$ cat src/rtl/exe_mul_sequencer.sv
// Iterative MUL/MLA unit beside the EXE ALU: shift-add over WIDTH/BITS_PER_CYCLE cycles, optional accumulate, one-cycle done.
// Latency ITERS+1 (MUL) / ITERS+2 (MLA); freezes upstream pipeline while computing, flush cancels without side effects.
module exe_mul_sequencer #(
    parameter int WIDTH          = 32,
    parameter int BITS_PER_CYCLE = 1
) (
    input  logic             clk,
    input  logic             rst,
    input  logic             start,
    input  logic             accumulate,
    input  logic             s_bit,
    input  logic [WIDTH-1:0] op_m,
    input  logic [WIDTH-1:0] op_s,
    input  logic [WIDTH-1:0] op_n,
    input  logic [3:0]       status_reg_in,
    input  logic             flush,
    output logic             freeze,
    output logic             busy,
    output logic             done,
    output logic [WIDTH-1:0] result,
    output logic [3:0]       status_reg_out,
    output logic             status_wr_en
);

    localparam int ITERS = WIDTH / BITS_PER_CYCLE;
    localparam int CW    = (ITERS > 1) ? $clog2(ITERS) : 1;

    typedef enum logic [1:0] {IDLE, CALC, ACC, DONE} state_t;

    state_t           state, state_nxt;
    logic [CW-1:0]    cnt;
    logic [WIDTH-1:0] mcand, mplier, addend, prod;
    logic [WIDTH-1:0] prod_step, prod_final;
    logic             acc_q, sbit_q;
    logic [1:0]       cv_q;
    logic             accept, calc_last, load_result;
    logic             unused_flags;

    assign unused_flags = ^status_reg_in[3:2];

    assign accept      = (state == IDLE) && start && !flush;
    assign calc_last   = (state == CALC) && (cnt == '0);
    assign load_result = !flush && ((calc_last && !acc_q) || (state == ACC));

    // Retire BITS_PER_CYCLE multiplier LSBs; mcand is pre-shifted so bit b weighs mcand<<b.
    always_comb begin
        prod_step = prod;
        for (int b = 0; b < BITS_PER_CYCLE; b++) begin
            if (mplier[b]) begin
                prod_step = prod_step + (mcand << b);
            end
        end
        prod_final = calc_last ? prod_step : (prod + addend);
    end

    always_comb begin
        state_nxt = state;
        unique case (state)
            IDLE: if (start) state_nxt = CALC;
            CALC: if (cnt == '0) state_nxt = acc_q ? ACC : DONE;
            ACC:  state_nxt = DONE;
            DONE: state_nxt = IDLE;
            default: state_nxt = IDLE;
        endcase
        if (flush) begin
            state_nxt = IDLE;
        end
    end

    always_ff @(posedge clk) begin
        if (!rst) begin
            state <= IDLE;
        end else begin
            state <= state_nxt;
        end
    end

    always_ff @(posedge clk) begin
        if (!rst) begin
            cnt            <= '0;
            mcand          <= '0;
            mplier         <= '0;
            addend         <= '0;
            prod           <= '0;
            acc_q          <= 1'b0;
            sbit_q         <= 1'b0;
            cv_q           <= 2'b00;
            result         <= '0;
            status_reg_out <= 4'b0000;
        end else begin
            if (accept) begin
                mcand  <= op_m;
                mplier <= op_s;
                addend <= op_n;
                acc_q  <= accumulate;
                sbit_q <= s_bit;
                cv_q   <= status_reg_in[1:0];
                cnt    <= CW'(ITERS - 1);
                prod   <= '0;
            end else if ((state == CALC) && !flush) begin
                prod   <= prod_step;
                mcand  <= mcand << BITS_PER_CYCLE;
                mplier <= mplier >> BITS_PER_CYCLE;
                if (cnt != '0) begin
                    cnt <= cnt - 1'b1;
                end
            end
            // Result and flags are latched on entry to DONE so they hold until the next operation.
            if (load_result) begin
                result         <= prod_final;
                status_reg_out <= {prod_final[WIDTH-1], (prod_final == '0), cv_q};
            end
        end
    end

    assign busy         = (state != IDLE);
    assign freeze       = accept || (state == CALC) || (state == ACC);
    assign done         = (state == DONE) && !flush;
    assign status_wr_en = done && sbit_q;

endmodule

$ cat config.mk
export PLATFORM = sky130hd
export DESIGN_NAME = exe_mul_sequencer
export DESIGN_NICKNAME = d
export VERILOG_FILES = /design/src/rtl/exe_mul_sequencer.sv
export SDC_FILE = /design/constraint.sdc
export NUM_CORES = 1
export LEC_CHECK = 0
export BUFFER_PORTS_ARGS = -buffer_cell sky130_fd_sc_hd__buf_4
export CORE_ASPECT_RATIO = 0.9
export CORE_MARGIN = 2
export CORE_UTILIZATION = 50
export DETAILED_ROUTE_END_ITERATION = 8
export GPL_TIMING_DRIVEN = 0
export PLACE_DENSITY = 0.69
export SLEW_MARGIN = 15
export SYNTH_ARGS = -nofsm -noshare
export SYNTH_HDL_FRONTEND = slang
export SYNTH_SLANG_ARGS = --single-unit
$ cat constraint.sdc
create_clock -name clk -period 6.7 [get_ports clk]
set_input_delay 1.34 -clock clk [delete_from_list [all_inputs] [get_ports clk]]
set_output_delay 1.34 -clock clk [all_outputs]
set_load 0.1 [all_outputs]
* Word level (Yosys, flattened, before mapping) *
Index checks and enable logic that the tools add are counted.

word-level totals
  output and inout bits = 40
  word-level logic and storage cells = 57
  flip-flop bits (word level) = 175

cells by class
  multiplexer cells = 13
  bitwise logic cells = 1
  eq/ne operators = 5
  reduce and logical (&&, ||, !) cells = 24
  add/sub/neg operators = 3

operator list
  cell                 count
  $mux 32              6
  $add 32x32->32       2
  $logic_not 32->1     1
  $mux 5               3
  $logic_and 1x1->1    8
  $pmux 2 s4           1
  $reduce_bool 2->1    3
  $logic_not 5->1      1
  $reduce_bool 5->1    1
  $sub 5x1->5 const B  1
  $eq 2x2->1 const B   2
  $mux 2               2
  $ne 2x2->1 const B   2
  $reduce_and 2->1     2
  $reduce_or 2->1      2
  $logic_or 1x1->1     3
  $eq 2x1->1 const B   1
  $logic_not 1->1      2
  $logic_not 2->1      1
  $mux 1               1
  $not 1->1            1

* Depth between registers and ports, before layout *
Gate-level depths: netlist (run 1).

  depth after elaboration = 5
  mapped depth = 14
  depth with buffers taken out = 13

* Worst setup path after synthesis (run 1) *
OpenSTA, ideal clock, no wires.

  path type = input to output
  from = input port flush
  to = output port status_wr_en
  slack = 1.583 ns
  data arrival time = 3.777 ns
  buffers on the path = 1
  stages on the path = 3
  path through = clkbuf_1 nor2b_1 and2_1

on the way
  cells in the longest elaborated chain, start to end = 3

RTL lines
  element            RTL line  source
  from (decl)        16        input logic flush,
  $logic_not 1->1    118       assign done = (state == DONE) && !flush;
  $logic_and 1x1->1  118
  net done           19        output logic done,
  $logic_and 1x1->1  119       assign status_wr_en = done && sbit_q;
  to (decl)          22        output logic status_wr_en

The timed path passes the listed nets, and every way through them passes these cells.

* Worst setup path in the final report (run 1) *
  from = input port flush
  to = output port freeze

on the way
  cells in the longest elaborated chain, start to end = 4

RTL lines
  element                         RTL line  source
  $logic_not 1->1                 41        assign accept = (state == IDLE) && start && !flush;
  $logic_and 1x1->1               41
  $logic_or 1x1->1 (2 in series)  117       assign freeze = accept || (state == CALC) || (state == ACC);
  to (decl)                       17        output logic freeze,

No other way between the ends.

==> results of run 1 <==
## kinds of logic after synthesis
kind of cell,Yosys count
multiplexers,16
flip-flops,174
buffers and inverters,116
XOR/XNOR,46
AND/OR/NAND/NOR,567
adder cells (fa/ha/maj),71
AO/OA/AOI/OAI,469
## cell type report
cell class / count / share of cell area, %
Timing Repair Buffer: 142 / 8.20
Clock inverter: 13 / 0.982
Clock buffer: 19 / 3.41
Tap cell: 291 / 2.80
Inverter: 20 / 0.578
Multi-Input combinational cell: 1169 / 54.3
Buffer: 96 / 2.94
Sequential cell: 174 / 26.8
## worst paths after layout
check,end
setup / recovery,freeze
hold / removal,result[24]
setup reg to reg,status_reg_out[2]
hold reg to reg,result[24]
## cell usage after synthesis (all sizes together), types with 7 or more instances
cell    number  area, um^2
buf         19        92.6
nand4       15        93.8
nand3       24         120
xnor2       29         254
o21ai       43         215
and2        13        81.3
clkbuf      77         289
nand2      297        1110
o21bai      13         101
a21oi      196         988
inv         19        71.3
nand2b       7        43.8
a21o        35         263
a211oi      29         228
dfxtp      174        3480
a32oi       34         298
and3        19         124
xor2        17         149
nor3        20         100
nor2       121         457
or3         16         100
mux2i       13         130
a311oi      34         298
nor2b       12        75.1
a21boi       7        56.3
a31oi       11        68.8
ha          69         863
## report_power, final
| part | internal, mW | total (mW) | switching (mW) |
|---|---|---|---|
| logic | 0.143 | 0.399 | 0.256 |
| registers | 1.08 | 1.11 | 0.0328 |
| clock network | 0.501 | 0.986 | 0.485 |
## sequential cells by signal, indices dropped and copies added, names as in the netlist, 2 cells and up
name and flops:
prod 32, state 2, cnt 5, addend 32
result 32, mcand 32, cv_q 2, mplier 32
status_reg_out 3
## metrics by stage
stage	hold WS, ns	setup WS, ns	total power, mW
after detailed placement	0.445	2.00	1.53
after floorplan	0.432	1.58	1.38
after CTS	0.456	2.00	2.50
after global routing	0.474	1.92	2.59
after global placement	0.440	1.99	1.52
final	0.454	1.98	2.50
## critical path: stages
cell and delay, ns:
clkbuf_1 0.18, nor2_1 0.88, clkbuf_1 0.50, or3_1 0.19
buf_4 0.29
## metal layers
metal  GRT usage, %  share of wire (%)
met5              0                  0
met4           7.02                1.5
met3           6.01                8.8
met2           48.8                 42
met1           46.8                 48
==> results.ini, run 1 <==
[finish]
seqCellArea_um2 = 3480
syn_to_final_growth_pct = 18.2
multi_input_area_um2 = 7050
nFillCells = 2063
finalCoreUtilization_pct = 60.1
nets = 1797
final_cells = 1924
diodes = 0
drive_above_1_share_pct = 12.2
mostFrequentLayoutCells = nand2_1, a21oi_1, dfxtp_1, buf_4, nor2_1
final_area_um2 = 13000
final_common_cell = nand2_1

[logic_synthesis]
synthXorXnorAreaFrac_pct = 3.66
synth_top_family_by_area = compound AO/OA/AOI/OAI gates
synth.distinct_cells = 76
synth.mux.area_fraction_pct = 1.49
synth-seq-cells = 174
yosys_most_used_dff = dfxtp_1
ys_seq_area_share_pct = 31.7
synth_adder_area_share_pct = 8.22
syn_nets = 1636
yosysWarnings = 0
synth_edf_count = 0
synthSimpleGateAreaFrac_pct = 22.6
synth-compound-area-share_pct = 28.2
syn_area_um2 = 11000
synthCells = 1459
async_flop_share_pct = 0
postSynthAreaPerCell_um2 = 7.54

[floorplanning]
rows = 51
die_y_um = 145
ios = 146
core-area_um2 = 21600
die_x_um = 160
die-area_um2 = 23200
initial_core_util_pct = 50.8

[route]
vias = 11485
wire_per_inst_um = 19.5
vias_per_cell = 5.97
drtIter0Drc = 1078
firstDrtPassIters = 5
wirelength_um = 37600
drc = 0
final_antenna_net_count = 0

[global_route]
grt_overflow = 0
grt_pass1_vias = 10151
antenna_found_initial = 0
grt_max_degree = 18
grt_pass1_wl_um = 57500
grtUsageTotal_pct = 31.9

[critical_path]
path_max_fanout = 10
worstReg2RegStart = mcand[0]
crit_path_end_kind = output port
rr_worst_depth = 13
crit_start = flush
startpoint_type = input pin
required_ns = 5.36
critical_path_class = input pin to output port
crit_arrival_ns = 3.38
regToRegSetupSlack_ns = 2.29

[power_and_ir_drop]
vdd_ir_drop_max_mv = 0.133
p_leak_nw = 5.34
power_density_nw_per_um2 = 192

[cts]
cts_tree = yes
ctsRootBufferMaster = clkbuf_16
cts_resized = 0
clk_latency_ns = 0.45
cts_buffers = 17
post_cts_buffers = 0
hold_buffers = 0
htreeDepth = 4
path_clk_slew_ns = 0.07
cts_sinks = 174
clockBufferDepth = 2

[sta]
fmax_ghz = 0.212
layout_min_cycle_time_ns = 4.72
setup_viol = 0
fin_crit_sh_pct = 70.4
fin_setup_tns_ns = 0
rsz0062_at_grt = false
skew_ns = 0.0156
worstMarginPinSlew_ns = 1.09
hold_viol_final = 0
slew_headroom_pct = 26.8
slew_viol_final = 0

[placement]
routabilityCongestion = 0.939
place_area_um2 = 12400
hpwl_um = 29100
dp_cells = 1892
port_buffers = 142

[min_path]
holdCritPathClass = register to register
hold_path_depth = 2
min_from = result[24]

[flow_run]
max_cap_violations = 0

[outcome]
status = complete, no violations

Note: power is estimated with default switching activity, not from simulation.
==> inputs of run 2 (changes only) <==
- ABC_AREA: unset -> 1
- PLACE_DENSITY: 0.69 -> 0.68
- clock period: 6.7 -> 4.4 ns (I/O delays scaled with it)
==> results.ini, run 2 <==
[sta]
worstMarginPinSlew_ns = 0.970  ; -0.124 ns
whs_ns = 0.474  ; +0.0200 ns
layout_min_cycle_time_ns = 4.01
fin_setup_tns_ns = 0  ; unchanged
rsz0062_at_grt = false
hold_viol_final = 0  ; unchanged
slew_viol_final = 0  ; unchanged
skew_ns = 0.0132  ; -0.00240 ns
fmax_ghz = 0.250
slew_headroom_pct = 35.3  ; +8.5 points
fin_crit_sh_pct = 91.1
setup_viol = 0  ; unchanged

[global_route]
grt_max_degree = 19  ; +1
grt_overflow = 0  ; unchanged
grt_pass1_vias = 12543  ; +24%
grtUsageTotal_pct = 32.0  ; +0.066 points
antenna_found_initial = 1  ; +1
grt_pass1_wl_um = 65100  ; +13%

[floorplanning]
die_x_um = 169  ; +5.7%
ios = 146  ; unchanged
rows = 54  ; +5.9%
initial_core_util_pct = 50.9  ; +0.060 points
die-area_um2 = 25900  ; +12%
die_y_um = 153  ; +5.6%
core-area_um2 = 24200  ; +12%

[logic_synthesis]
synth-seq-cells = 174  ; unchanged
postSynthAreaPerCell_um2 = 5.99  ; -21%
yosys.area.top_type = dfxtp_1
yosys_most_used_dff = dfxtp_1
synthCells = 2055  ; +41%
synth_area_leaders = dfxtp_1, nand2_1, inv_1, nor2_1, nand3_1
yosysWarnings = 0  ; unchanged
synth_top_cells_by_count = nand2_1, inv_1, nor2_1, nand3_1, dfxtp_1
yosysTopAreaCellShare_pct = 28.3  ; -3.4 points
synth.distinct_cells = 41  ; -46%
async_flop_share_pct = 0  ; unchanged
synth_most_common_cell = nand2_1
synth_edf_count = 0  ; unchanged
syn_area_um2 = 12300  ; +12%
syn_nets = 2232  ; +36%
ys_seq_area_share_pct = 28.3  ; -3.4 points

[placement]
place_area_um2 = 13800  ; +11%
routabilityCongestion = 0.949  ; +1.0%
dp_cells = 2505  ; +32%
hpwl_um = 33000  ; +13%
port_buffers = 142  ; unchanged

[power_and_ir_drop]
vdd_ir_drop_max_mv = 0.270  ; +100%
power_density_nw_per_um2 = 305  ; +59%
p_leak_nw = 7.47  ; +40%

[cts]
path_clk_slew_ns = 0.08  ; about the same
cts_resized = 0  ; unchanged
cts_tree = yes
post_cts_buffers = 0  ; unchanged
clk_latency_ns = 0.46  ; about the same
cts_sinks = 174  ; unchanged
ctsRootBufferMaster = clkbuf_16
clockBufferDepth = 2  ; unchanged
htreeDepth = 4  ; unchanged
hold_buffers = 0  ; unchanged
cts_buffers = 17  ; unchanged

[critical_path]
regToRegSetupSlack_ns = 1.39  ; -0.90 ns
timing.rr.end = status_reg_out[2]
path_max_fanout = 13  ; +3
rr_worst_depth = 17  ; +4
required_ns = 3.52  ; -1.84 ns
worstReg2RegStart = prod[0]
crit_start = state[0]
crit_arrival_ns = 3.13  ; -0.25 ns
critical_path_class = register to output port
startpoint_type = register
crit_path_end_kind = output port

[min_path]
holdPathEnd = cnt[4]
hold_path_depth = 2  ; unchanged
min_from = cnt[4]
holdCritPathClass = register to register

[outcome]
status = complete, no violations

[route]
vias_per_cell = 5.32  ; -11%
wirelength_um = 40900  ; +8.8%
firstDrtPassIters = 8  ; +3
wire_per_inst_um = 16.1  ; -17%
vias = 13495  ; +18%
drc = 0  ; unchanged
final_antenna_net_count = 0  ; unchanged
drtIter0Drc = 1142  ; +5.9%

[finish]
drive_above_1_share_pct = 8.66  ; -3.6 points
final_area_um2 = 14400  ; +11%
diodes = 0  ; unchanged
mostFrequentLayoutCells = nand2_1, inv_1, nor2_1, nand3_1, dfxtp_1
final_cells = 2536  ; +32%
syn_to_final_growth_pct = 16.7
final_common_cell = nand2_1
nets = 2392  ; +33%

[flow_run]
max_cap_violations = 0  ; unchanged

-- run 2: cell types whose count changed after synthesis, moves of 90 or more --
cell | previous run | this run
a21oi_1 | 194 | 93
nor2_1 | 120 | 248
nand2_1 | 297 | 568
inv_1 | 19 | 341
nand3_1 | 24 | 182
o21ai_0 | 33 | 123
-- run 2: kinds of logic (layout without fill, tap and decap cells) --
family	after synthesis	in the layout	synth area share, %
compound gates	317	317	14.9
xor+xnor	14	14	0.996
fa+ha+maj	71	71	7.34
buf+inv	420	593	12.9
flops	174	174	28.3
mux	2	2	0.163
simple gates	1057	1057	35.4
-- run 2: stage by stage --
step           utilization (%)  worst slack [ns]  power (mW)
3_5_place_dp              56.9             0.224        2.80
2_1_floorplan                -             0.229        2.47
3_3_place_gp              56.9             0.234        2.78
5_1_grt                   59.4             0.210        4.58
6_report                  59.4             0.392        4.39
4_1_cts                   59.4            0.0611        4.40
-- run 2: critical path, cell delays in order (launching register included) --
cell and delay [ns]:
dfxtp_1 0.39, inv_1 0.11, ha_1 0.22, nand2_1 0.15
nor2_1 0.13, inv_1 0.54, clkbuf_1 0.62, nand3_1 0.20
buf_4 0.29
-- run 2: report_power, final --
part           internal [mW]  switching, mW
sequential              1.67         0.0747
combinational          0.325          0.698
clock                  0.832          0.785
-- run 2: area by class of cell --
type	instances	area, um^2
Fill cell	2527	9830
Multi-Input combinational cell	1461	7240
Sequential cell	174	3480
Inverter	345	1290
Timing Repair Buffer	142	1070
Clock buffer	18	439
Tap cell	308	385
Buffer	74	289
Clock inverter	14	168
-- run 2: worst max-delay path by stage --
stage	endpoint	cells past startpoint	slack [ns]
CTS	freeze	9	0.06
global route	freeze	8	0.21
finish	freeze	8	0.39
floorplan	status_wr_en	2	0.23
global placement	freeze	7	0.23
detailed placement	freeze	7	0.22
-- run 2: routing by layer --
metal | vias to the layer above | part of all wire (%) | GRT usage (%)
met4 | 0 | 2.8 | 10.5
met3 | 64 | 6.3 | 5.10
li1 | 6871 | - | -
met2 | 431 | 44 | 51.3
met1 | 6129 | 47 | 44.0
met5 | - | 0 | 0
